## config.mk

```make
export PLATFORM = sky130hd
export DESIGN_NAME = dircc_mailbox_tx
export DESIGN_NICKNAME = d
export VERILOG_FILES = /design/src/rtl/dircc_types_pkg.sv /design/src/rtl/dircc_mailbox_slot.sv /design/src/rtl/dircc_mailbox_tx.sv
export SDC_FILE = /design/constraint.sdc
export NUM_CORES = 1
export LEC_CHECK = 0
export BUFFER_PORTS_ARGS = -buffer_cell sky130_fd_sc_hd__buf_4
export CAP_MARGIN = 20
export CORE_MARGIN = 10
export CORE_UTILIZATION = 30
export DETAILED_ROUTE_END_ITERATION = 7
export PLACE_DENSITY = 0.54
export SYNTH_ARGS = -nofsm -noshare
export SYNTH_HDL_FRONTEND = slang
export SYNTH_SLANG_ARGS = --single-unit
```

## constraint.sdc

```tcl
create_clock -name clk -period 2.4 [get_ports clk]
set_input_delay 0.12 -clock clk [delete_from_list [all_inputs] [get_ports clk]]
set_output_delay 0.12 -clock clk [all_outputs]
set_load 0.01 [all_outputs]
```

## src/rtl/dircc_types_pkg.sv

```systemverilog
// Shared constants and types for the DIRCC mailbox transmitter.
// Host map: payload halfwords at the bottom, STATS_ADDR and CTRL_ADDR at the top.
package dircc_types_pkg;

  localparam int BITS_PER_SYMBOL  = 8;
  localparam int SYMBOLS_PER_BEAT = 4;
  localparam int DATA_WIDTH       = BITS_PER_SYMBOL * SYMBOLS_PER_BEAT;
  localparam int PACKET_WORDS     = 4;
  localparam int MEM_WIDTH        = 16;
  localparam int ADDRESS_WIDTH    = 15;

  localparam logic [ADDRESS_WIDTH-1:0] CTRL_ADDR  = 15'h7FFF;
  localparam logic [ADDRESS_WIDTH-1:0] STATS_ADDR = 15'h7FFE;

  typedef enum logic {
    TX_IDLE,
    TX_SEND
  } tx_state_t;

  typedef struct packed {
    logic [11:0] rsvd;
    logic        overflow;
    logic        streaming;
    logic [1:0]  free;
  } mailbox_status_t;

  function automatic logic [1:0] free_count(input logic [1:0] full);
    case (full)
      2'b00:   return 2'd2;
      2'b11:   return 2'd0;
      default: return 2'd1;
    endcase
  endfunction

endpackage

```

## src/rtl/dircc_mailbox_slot.sv

```systemverilog
// One packet buffer: halfword write port, whole-packet read view and a full flag.
// Set of the full flag wins over a same-cycle clear (re-commit of a just-released slot).
module dircc_mailbox_slot #(
  parameter int PACKET_WORDS = 4,
  parameter int DATA_WIDTH   = 32,
  parameter int MEM_WIDTH    = 16,
  parameter int HALF_IDX_W   = $clog2(2 * PACKET_WORDS)
) (
  input  logic                             clk,
  input  logic                             reset_n,
  input  logic                             wr_en_i,
  input  logic [HALF_IDX_W-1:0]            wr_idx_i,
  input  logic [MEM_WIDTH-1:0]             wr_data_i,
  input  logic                             set_full_i,
  input  logic                             clr_full_i,
  output logic [PACKET_WORDS*DATA_WIDTH-1:0] pkt_o,
  output logic                             full_o
);

  logic [PACKET_WORDS*DATA_WIDTH-1:0] pkt_q;
  logic                               full_q;

  always_ff @(posedge clk or negedge reset_n) begin
    if (!reset_n) begin
      pkt_q  <= '0;
      full_q <= 1'b0;
    end else begin
      if (wr_en_i) pkt_q[wr_idx_i*MEM_WIDTH +: MEM_WIDTH] <= wr_data_i;
      if (set_full_i)      full_q <= 1'b1;
      else if (clr_full_i) full_q <= 1'b0;
    end
  end

  assign pkt_o  = pkt_q;
  assign full_o = full_q;

endmodule

```

## src/rtl/dircc_mailbox_tx.sv

```systemverilog
// Host-side double-buffered packet injector streaming committed packets on Avalon-ST.
// Optional DIRCC_MAILBOX_TX_STATS_EN adds a saturating completed-packet counter at STATS_ADDR.
import dircc_types_pkg::*;

module dircc_mailbox_tx #(
  parameter int BITS_PER_SYMBOL  = dircc_types_pkg::BITS_PER_SYMBOL,
  parameter int SYMBOLS_PER_BEAT = dircc_types_pkg::SYMBOLS_PER_BEAT,
  parameter int PACKET_WORDS     = dircc_types_pkg::PACKET_WORDS,
  parameter int MEM_WIDTH        = dircc_types_pkg::MEM_WIDTH,
  parameter int ADDRESS_WIDTH    = dircc_types_pkg::ADDRESS_WIDTH
) (
  input  logic                                      clk,
  input  logic                                      reset_n,
  input  logic [ADDRESS_WIDTH-1:0]                  mem_address,
  input  logic                                      mem_write,
  input  logic [MEM_WIDTH-1:0]                      mem_writedata,
  output logic [MEM_WIDTH-1:0]                      mem_readdata,
  output logic [BITS_PER_SYMBOL*SYMBOLS_PER_BEAT-1:0] output_data,
  output logic [1:0]                                output_empty,
  output logic                                      output_startofpacket,
  output logic                                      output_endofpacket,
  output logic                                      output_valid,
  input  logic                                      output_ready,
  output logic                                      tx_idle
);

  localparam int DW     = BITS_PER_SYMBOL * SYMBOLS_PER_BEAT;
  localparam int HALVES = 2 * PACKET_WORDS;
  localparam int HIW    = $clog2(HALVES);
  localparam int BW     = $clog2(PACKET_WORDS);
  localparam int PKT_W  = PACKET_WORDS * DW;
  localparam logic [BW-1:0] LAST_BEAT = BW'(PACKET_WORDS - 1);

  tx_state_t       state_q;
  logic [BW-1:0]   beat_q;
  logic            send_ptr_q, fill_ptr_q, overflow_q;
  logic            valid_q, sop_q, eop_q;
  logic [DW-1:0]   data_q;
  logic [MEM_WIDTH-1:0] rdata_q, rdata_d;

  logic [PKT_W-1:0] pkt0, pkt1, fill_pkt, send_pkt, other_pkt;
  logic [1:0]       full, rel, set;
  logic             is_payload, is_ctrl, pay_wr, commit, fill_free, wr_ok, commit_ok, drop;
  logic             last_hs, send_full, other_full;
  logic [BW-1:0]    next_beat;
  mailbox_status_t  status;
  logic             unused_wdata;

  function automatic logic [DW-1:0] beat_of(input logic [PKT_W-1:0] p, input logic [BW-1:0] b);
    return p[b*DW +: DW];
  endfunction

  always_comb begin
    is_payload = mem_address < ADDRESS_WIDTH'(HALVES);
    is_ctrl    = mem_address == CTRL_ADDR;
    last_hs    = (state_q == TX_SEND) && output_ready && (beat_q == LAST_BEAT);
    rel[0]     = last_hs && !send_ptr_q;
    rel[1]     = last_hs && send_ptr_q;
    // A slot being released this cycle already counts as free for the host.
    fill_free  = !full[fill_ptr_q] || rel[fill_ptr_q];
    pay_wr     = mem_write && is_payload;
    commit     = mem_write && is_ctrl && mem_writedata[0];
    wr_ok      = pay_wr && fill_free;
    commit_ok  = commit && fill_free;
    drop       = (pay_wr || commit) && !fill_free;
    set[0]     = commit_ok && !fill_ptr_q;
    set[1]     = commit_ok && fill_ptr_q;
    fill_pkt   = fill_ptr_q ? pkt1 : pkt0;
    send_pkt   = send_ptr_q ? pkt1 : pkt0;
    other_pkt  = send_ptr_q ? pkt0 : pkt1;
    send_full  = send_ptr_q ? full[1] : full[0];
    other_full = send_ptr_q ? full[0] : full[1];
    next_beat  = beat_q + 1'b1;
  end

  dircc_mailbox_slot #(.PACKET_WORDS(PACKET_WORDS), .DATA_WIDTH(DW), .MEM_WIDTH(MEM_WIDTH)) u_slot0 (
    .clk(clk), .reset_n(reset_n),
    .wr_en_i(wr_ok && !fill_ptr_q), .wr_idx_i(mem_address[HIW-1:0]), .wr_data_i(mem_writedata),
    .set_full_i(set[0]), .clr_full_i(rel[0]), .pkt_o(pkt0), .full_o(full[0])
  );

  dircc_mailbox_slot #(.PACKET_WORDS(PACKET_WORDS), .DATA_WIDTH(DW), .MEM_WIDTH(MEM_WIDTH)) u_slot1 (
    .clk(clk), .reset_n(reset_n),
    .wr_en_i(wr_ok && fill_ptr_q), .wr_idx_i(mem_address[HIW-1:0]), .wr_data_i(mem_writedata),
    .set_full_i(set[1]), .clr_full_i(rel[1]), .pkt_o(pkt1), .full_o(full[1])
  );

  always_ff @(posedge clk or negedge reset_n) begin
    if (!reset_n) begin
      state_q    <= TX_IDLE;
      beat_q     <= '0;
      send_ptr_q <= 1'b0;
      valid_q    <= 1'b0;
      sop_q      <= 1'b0;
      eop_q      <= 1'b0;
      data_q     <= '0;
    end else begin
      case (state_q)
        TX_IDLE: begin
          if (send_full) begin
            state_q <= TX_SEND;
            beat_q  <= '0;
            valid_q <= 1'b1;
            sop_q   <= 1'b1;
            eop_q   <= 1'b0;
            data_q  <= beat_of(send_pkt, '0);
          end
        end
        TX_SEND: begin
          if (output_ready) begin
            if (beat_q == LAST_BEAT) begin
              send_ptr_q <= ~send_ptr_q;
              beat_q     <= '0;
              eop_q      <= 1'b0;
              // Chain straight into the other slot when it is already waiting.
              if (other_full) begin
                sop_q  <= 1'b1;
                data_q <= beat_of(other_pkt, '0);
              end else begin
                state_q <= TX_IDLE;
                valid_q <= 1'b0;
                sop_q   <= 1'b0;
                data_q  <= '0;
              end
            end else begin
              beat_q <= next_beat;
              sop_q  <= 1'b0;
              eop_q  <= (next_beat == LAST_BEAT);
              data_q <= beat_of(send_pkt, next_beat);
            end
          end
        end
        default: state_q <= TX_IDLE;
      endcase
    end
  end

  always_ff @(posedge clk or negedge reset_n) begin
    if (!reset_n) begin
      fill_ptr_q <= 1'b0;
      overflow_q <= 1'b0;
    end else begin
      if (commit_ok) fill_ptr_q <= ~fill_ptr_q;
      if (mem_write && is_ctrl && mem_writedata[1]) overflow_q <= 1'b0;
      if (drop) overflow_q <= 1'b1;
    end
  end

`ifdef DIRCC_MAILBOX_TX_STATS_EN
  logic [15:0] stats_q;

  always_ff @(posedge clk or negedge reset_n) begin
    if (!reset_n) begin
      stats_q <= '0;
    end else if (mem_write && is_ctrl && mem_writedata[2]) begin
      stats_q <= '0;
    end else if (last_hs && (stats_q != 16'hFFFF)) begin
      stats_q <= stats_q + 16'd1;
    end
  end
`endif

  always_comb begin
    status           = '0;
    status.free      = free_count(full);
    status.streaming = valid_q && output_ready;
    status.overflow  = overflow_q;
    rdata_d          = '0;
    if (is_payload)   rdata_d = fill_pkt[mem_address[HIW-1:0]*MEM_WIDTH +: MEM_WIDTH];
    else if (is_ctrl) rdata_d = MEM_WIDTH'(status);
`ifdef DIRCC_MAILBOX_TX_STATS_EN
    else if (mem_address == STATS_ADDR) rdata_d = MEM_WIDTH'(stats_q);
`endif
  end

  always_ff @(posedge clk or negedge reset_n) begin
    if (!reset_n) rdata_q <= '0;
    else          rdata_q <= rdata_d;
  end

  assign unused_wdata         = ^mem_writedata;
  assign mem_readdata         = rdata_q;
  assign output_data          = data_q;
  assign output_empty         = 2'b00;
  assign output_startofpacket = sop_q;
  assign output_endofpacket   = eop_q;
  assign output_valid         = valid_q;
  assign tx_idle              = (state_q == TX_IDLE) && (full == 2'b00);

endmodule
```

-- After elaboration in Yosys (flattened, before gate mapping)
Index checks and enable logic that the tools add are counted.
- register bits: 315
- input port bits: 35
- output and inout bits: 54
- logic and storage cells: 109
- add/sub/neg operators: 2
- order comparisons: 2
- equality and inequality tests: 8
- shift operators: 4
- mux-type cells: 46
- bitwise gates (word level): 3
- reduce and logical (&&, ||, !) cells: 30
- operators with widths (cell ; number):
    $bwmux W128 ; 2
    $mux W128 ; 2
    $mux W32 ; 5
    $shift A16 B34 Y128 const A ; 1
    $shiftx A128 B8 Y16 ; 1
    $shiftx A128 B8 Y32 ; 1
    $shiftx A16 B34 Y128 ; 1
    $pmux W32 S2 ; 1
    $neg A7 Y34 ; 1
    $mux W1 ; 25
    $logic_and A1 B1 Y1 ; 17
    $mux W16 ; 1
    $eq A15 B15 Y1 const B ; 1
    $lt A15 B4 Y1 const B ; 1
    $pmux W1 S2 ; 4
    $pmux W2 S2 ; 2
    $eq A2 B2 Y1 const B ; 3
    $mux W2 ; 3
    $ne A2 B2 Y1 const B ; 3
    $reduce_bool A2 Y1 ; 3
    $logic_not A1 Y1 ; 4
    $mux W4 ; 1
    $reduce_and A4 Y1 ; 1
    $not A1 Y1 ; 3
    other kinds (7) ; 8

-- Longest topological paths before layout
- depth in word-level cells: 9
- mapped depth: 11
- depth with buffers taken out: 7

-- By module
From an unflattened synthesis, not the netlist that was laid out.
- cells, all modules: 1603
- area, all modules: 18585.3 um2
- by module, submodules not included (module ; times used ; cells an instance ; area each (um2) ; sequential area each (um2)):
    dircc_mailbox_tx ; 1 ; 630 ; 7224.4 ; 1426.4
    dircc_mailbox_slot (u_slot1) ; 1 ; 488 ; 5701.7 ; 3228.1
    dircc_mailbox_slot (u_slot0) ; 1 ; 485 ; 5659.2 ; 3228.1

-- Worst setup path before layout
OpenSTA, ideal clock, no wires.
- path kind: register to register
- start: reg beat_q[0]
- end: reg data_q[3], in the netlist output_data[3]
- library setup time: 94 ps
- data arrival time: 2540 ps
- required time: 2306 ps
- setup slack: -234 ps
- stages on the path, launching flop included: 12
- path buffers: 5
- period minus slack after synthesis: 2634 ps
- cell sequence: dfrtp_1 clkbuf_1 buf_1 inv_1 ha_1 clkbuf_1 buf_2 buf_2 mux2i_1 a31oi_1 o221ai_1 a211oi_1
- word-level cells in the longest chain between the ends: 5
- elaborated cells on any way between the ends: 6
- classes of those cells: add/sub: 1; eq/ne: 1; shift: 1; mux: 3
- ends and longest elaborated chain (what ; line ; text):
    from (decl) ; dircc_mailbox_tx.sv:35 ; logic [BW-1:0] beat_q;
    from (signal assigned) ; dircc_mailbox_tx.sv:126 ; beat_q <= next_beat;
    $add A2 B1 Y2 ; dircc_mailbox_tx.sv:73 ; next_beat = beat_q + 1'b1;
    $shiftx A128 B8 Y32 ; dircc_mailbox_tx.sv:50 ; return p[b*DW +: DW];
    $mux W32 * ; dircc_mailbox_tx.sv:111 ; if (beat_q == LAST_BEAT) begin
    $mux W32 * ; dircc_mailbox_tx.sv:110 ; if (output_ready) begin
    $pmux W32 S2 * ; dircc_mailbox_tx.sv:98 ; case (state_q)
    to (signal assigned) ; dircc_mailbox_tx.sv:106 ; data_q <= beat_of(send_pkt, '0);
    to (signal assigned) ; dircc_mailbox_tx.sv:118 ; data_q <= beat_of(other_pkt, '0);
    to (signal assigned) ; dircc_mailbox_tx.sv:129 ; data_q <= beat_of(send_pkt, next_beat);
    to (decl) ; dircc_mailbox_tx.sv:38 ; logic [DW-1:0] data_q;
Mark *: on every way between the ends. The rest lies on a longest branch, timed or not. The select of a mux whose other input is x is not followed.
A chain may end at the register's enable or synchronous reset.

-- Final worst setup path
- start: reg beat_q[1]
- end: reg u_slot1.pkt_q[45], in the netlist u_slot1.pkt_o[45]
- word-level cells in the longest chain between the ends: 8
- elaborated cells on any way between the ends: 9
- classes of those cells: eq/ne: 1; mux: 2; reduce/logical: 6
- ends and longest elaborated chain (what ; line ; text):
    $eq A2 B2 Y1 * ; dircc_mailbox_tx.sv:56 ; last_hs = (state_q == TX_SEND) && output_ready && (beat_q == LAST_BEAT);
    $logic_and A1 B1 Y1 * ; dircc_mailbox_tx.sv:56 ;
    $logic_and A1 B1 Y1, on equally long branches ; dircc_mailbox_tx.sv:57, dircc_mailbox_tx.sv:58 ;
    $mux W1 (implied by the code) * (2 in series) ; dircc_mailbox_tx.sv:60 ; fill_free = !full[fill_ptr_q] || rel[fill_ptr_q];
    $logic_or A1 B1 Y1 * ; dircc_mailbox_tx.sv:60 ;
    $logic_and A1 B1 Y1 * ; dircc_mailbox_tx.sv:63 ; wr_ok = pay_wr && fill_free;
    $logic_and A1 B1 Y1 * ; dircc_mailbox_tx.sv:84 ; .wr_en_i(wr_ok && fill_ptr_q), .wr_idx_i(mem_address[HIW-1:0]), .wr_data_i(mem_writedata),
    to (signal, indexed assignment) ; dircc_mailbox_slot.sv:28 ; if (wr_en_i) pkt_q[wr_idx_i*MEM_WIDTH +: MEM_WIDTH] <= wr_data_i;
    to (decl) ; dircc_mailbox_slot.sv:20 ; logic [PACKET_WORDS*DATA_WIDTH-1:0] pkt_q;
Marks and branches as above.

==> metrics.md <==
| Metric | Value |
|---|---|
| Pwr dens | 806 mW/mm^2 |
| Core Rows | 89 |
| Die span in x | 263 microns |
| Setup tns final | 0 ns |
| Layout cells sized above 1 | 0.444 |
| Mean Syn Cell Area | 13.2 sq um |
| Fin. Hold Viols | 0 |
| CP max-delay cell | dfrtp_1 |
| Worst Setup Path Type | flip-flop to flip-flop |
| Pint | ~11000 uW |
| Fillers | between 5k and 6k |
| GRT overflow | 0 |
| # IOs | 89 |
| Post-Layout Cell Count | approximately 2.2k |
| Clock tree root driver cell | clkbuf_16 |
| Overall routing resource usage | 0.165 |
| Commonest non-fill, non-tap cell in the layout | mux2_2 |
| Vias per cell | 5.55 |
| Die Y | 263 microns |
| Starting Density | 0.302 |
| Comb power frac | 0.320 |
| Clock sinks | 315 |
| Post-DP HPWL | 37000 microns |
| Wirelength per Cell | ~26 microns |
| DR iter-0 viols | 911 |
| CTS Hold Buffers Added | 20 |
| Number of global-route vias before repair | 13.1k |
| Final Slew Violations | 0 |
| Clock power frac | 0.330 |
| Core area | 0.0588 sq mm |
| Clock skew | 0.0243 ns |
| Antenna violations before repair | 2 |
| Die Area | between 0.06 and 0.07 sq mm |
| Synthesized flop and latch total | 315 |
| Postcts setup bufs | 0 |
| CTS tree | built |
| Largest net degree at the start of global routing | 110 |
| RSZ-0062 raised after global routing | false |
| N_diodes | 0 |
| Layout Utilization | 0.360 |
| Clk_lat worst skew | 0.54 ns |
| Sw Ratio | 0.343 |
| DR pass1 iterations | 7 |
| Status | finished clean |
| Worst-path clk slew | about 0.060 ns |
| Type of the tightest min-delay check | input pin to asynchronous set/reset pin |
| Sequential power share | 0.350 |
| Pleak | 0.00936 uW |
| Fin crit share | 0.937 |
| Synth-to-Final Area Change | 19.3% |
| DRC Markers | 0 |
| Layout Nets | ~1.5k |
| VDD IR max | roughly 0.85 mV |
| Slew at the pin closest to its max-slew limit | 0.644 ns |
| Max incr delay on CP | 0.41 ns |
| Routed WL | 58100 microns |
| Crit path capture type | flip-flop |
| Startpoint Class | flip-flop |
| Buffers on Ports | 86 |
| Crit path time final | 2.25 ns |
| DR vias | 12.4k |
| WP buf/inv | 2 |
| Clock buffer depth | 3 |
| Mapped Area | 0.0178 sq mm |
| Setup violations, final | 0 |
| RePlAce Congestion | 0.794 |
| Max Fanout on Critical Path | 8 |
| Fmax | 445 MHz |
| Mapped Cells | 1341 |
| Post-synthesis cell type count | 50 |
| Sequential element share of the synthesized area | 0.444 |
| Crit path max-delay family | simple AND/OR/NAND/NOR gates |
| Num CTS Buffers | 36 |
| Crit-path cells | ha_1 > nand4_1 > and2_1 > buf_12 > nor3_2 > buf_4 > mux2_2 |
| Worst slew margin | 0.571 |
| Hold WS | 0.0511 ns |
| Crit path DAT | 2.66 ns |
| Critical path data required time | 2.81 ns |
| Placed insts | 2160 |
| Antenna-violating nets left | 0 |
| Htree depth | 2 |
| # Max-Cap Violations | 0 |
| Global-route wire length before repair | 87900 microns |
| Post-CTS sizing | 0 |
| Overall power | about 17000 uW |
| Psw | 5850 uW |
| Most frequent cells in the layout | 315 x mux2_2, 312 x dfrtp_1, 125 x buf_4, 96 x mux4_2, 55 x mux2i_1 |
| Syn. warnings | 0 |
[power by group through the flow]
stage / Clock, uW / Sequential (uW) / Combinational, uW
after floorplan: 0 / 6010 / 3120
after global placement: 0 / 6060 / 5420
after detailed placement: 0 / 6070 / 5480
after CTS: 5770 / 5970 / 5520
after global routing: 5960 / 6010 / 5820
final: 5640 / 5970 / 5460
[cell type report]
type                            count  area [sq um]  area share
Multi-Input combinational cell    904          9310       0.440
Sequential cell                   315          7890       0.373
Timing Repair Buffer              177          1770      0.0838
Clock buffer                       50          1040      0.0489
Tap cell                          773           967      0.0457
Clock inverter                     13           154     0.00727
Inverter                           11          41.3     0.00195
[synthesized netlist by cell type (all sizes together)]
library cell	count	area, sq um
a41oi	1	8.76
ha	9	113
o32ai	1	8.76
o41ai	1	8.76
o311ai	4	35.0
o221ai	32	280
a22o	1	8.76
mux2i	55	551
mux4	96	2160
nor3	13	188
nand4	12	100
conb	1	3.75
o21ai	4	20.0
nor4	4	43.8
nand3	12	60.1
a211oi	44	330
o22a	1	8.76
nor2b	36	225
or3	5	31.3
o21a	1	7.51
nand2b	1	6.26
a21o	1	7.51
and2	53	332
a21boi	4	30.0
dfrtp	315	7880
nor3b	2	15.0
nor4b	1	23.8
a2111oi	32	280
nand4b	1	8.76
a31oi	33	206
a32oi	1	8.76
mux2	321	3610
nor2	35	131
clkbuf	56	210
inv	11	41.3
a222oi	1	10.0
buf	56	363
nand2	37	139
and3	14	87.6
a21oi	33	165
[sequential cells by signal (all words and copies together), names as in the netlist]
| name | cells |
|---|---|
| u_slot1.pkt_o | 128 |
| u_slot1.full_o | 1 |
| u_slot0.pkt_o | 128 |
| fill_ptr_q | 1 |
| output_startofpacket | 1 |
| output_valid | 1 |
| state_q | 1 |
| u_slot0.full_o | 1 |
| output_data | 32 |
| beat_q | 2 |
| mem_readdata | 16 |
| output_endofpacket | 1 |
| send_ptr_q | 1 |
| overflow_q | 1 |
[logic make-up (layout without fill, tap and decap cells)]
| family | after synthesis | after routing | share of synthesized area |
|---|---|---|---|
| compound gates | 195 | 195 | 0.0803 |
| fa+ha+maj | 9 | 9 | 0.00634 |
| buf+inv | 123 | 251 | 0.0346 |
| flops | 315 | 315 | 0.444 |
| mux | 472 | 472 | 0.356 |
| other cells | 1 | 2 | 0.000211 |
| simple gates | 226 | 226 | 0.0784 |
[path summary, 6_finish.rpt]
path / start / to / slack (ns) / cells past startpoint
max: beat_q[1]$_DFFE_PN0P_ / u_slot1.pkt_o[45]$_DFFE_PN0P_ / 0.15 / 7
min: reset_n / output_data[19]$_DFFE_PN0P_ / 0.05 / 2
max reg2reg: beat_q[1]$_DFFE_PN0P_ / u_slot1.pkt_o[45]$_DFFE_PN0P_ / 0.15 / 7
min reg2reg: output_startofpacket$_DFFE_PN0P_ / output_startofpacket$_DFFE_PN0P_ / 0.52 / 1
max in group asynchronous: reset_n / output_data[25]$_DFFE_PN0P_ / 1.46 / 3
min in group clk: mem_address[4] / u_slot0.pkt_o[3]$_DFFE_PN0P_ / 0.19 / 5
[layer usage]
layer / wire length [microns] / vias to the layer above / track usage
met1: 24900 / 6588 / 0.210
li1: - / 5398 / -
met3: 2600 / 104 / 0.0256
met4: 1950 / 0 / 0.0603
met2: 28700 / 350 / 0.278
met5: 0 / - / 0
[per-stage QoR]
step	setup slack, ns	cell area, sq um
after global routing	0.0447	21200
after CTS	0.126	21200
after floorplan	-0.0333	17800
final	0.152	21200
after global placement	0.182	19800
after detailed placement	0.138	19800
Power figures use the tool's default switching activity.
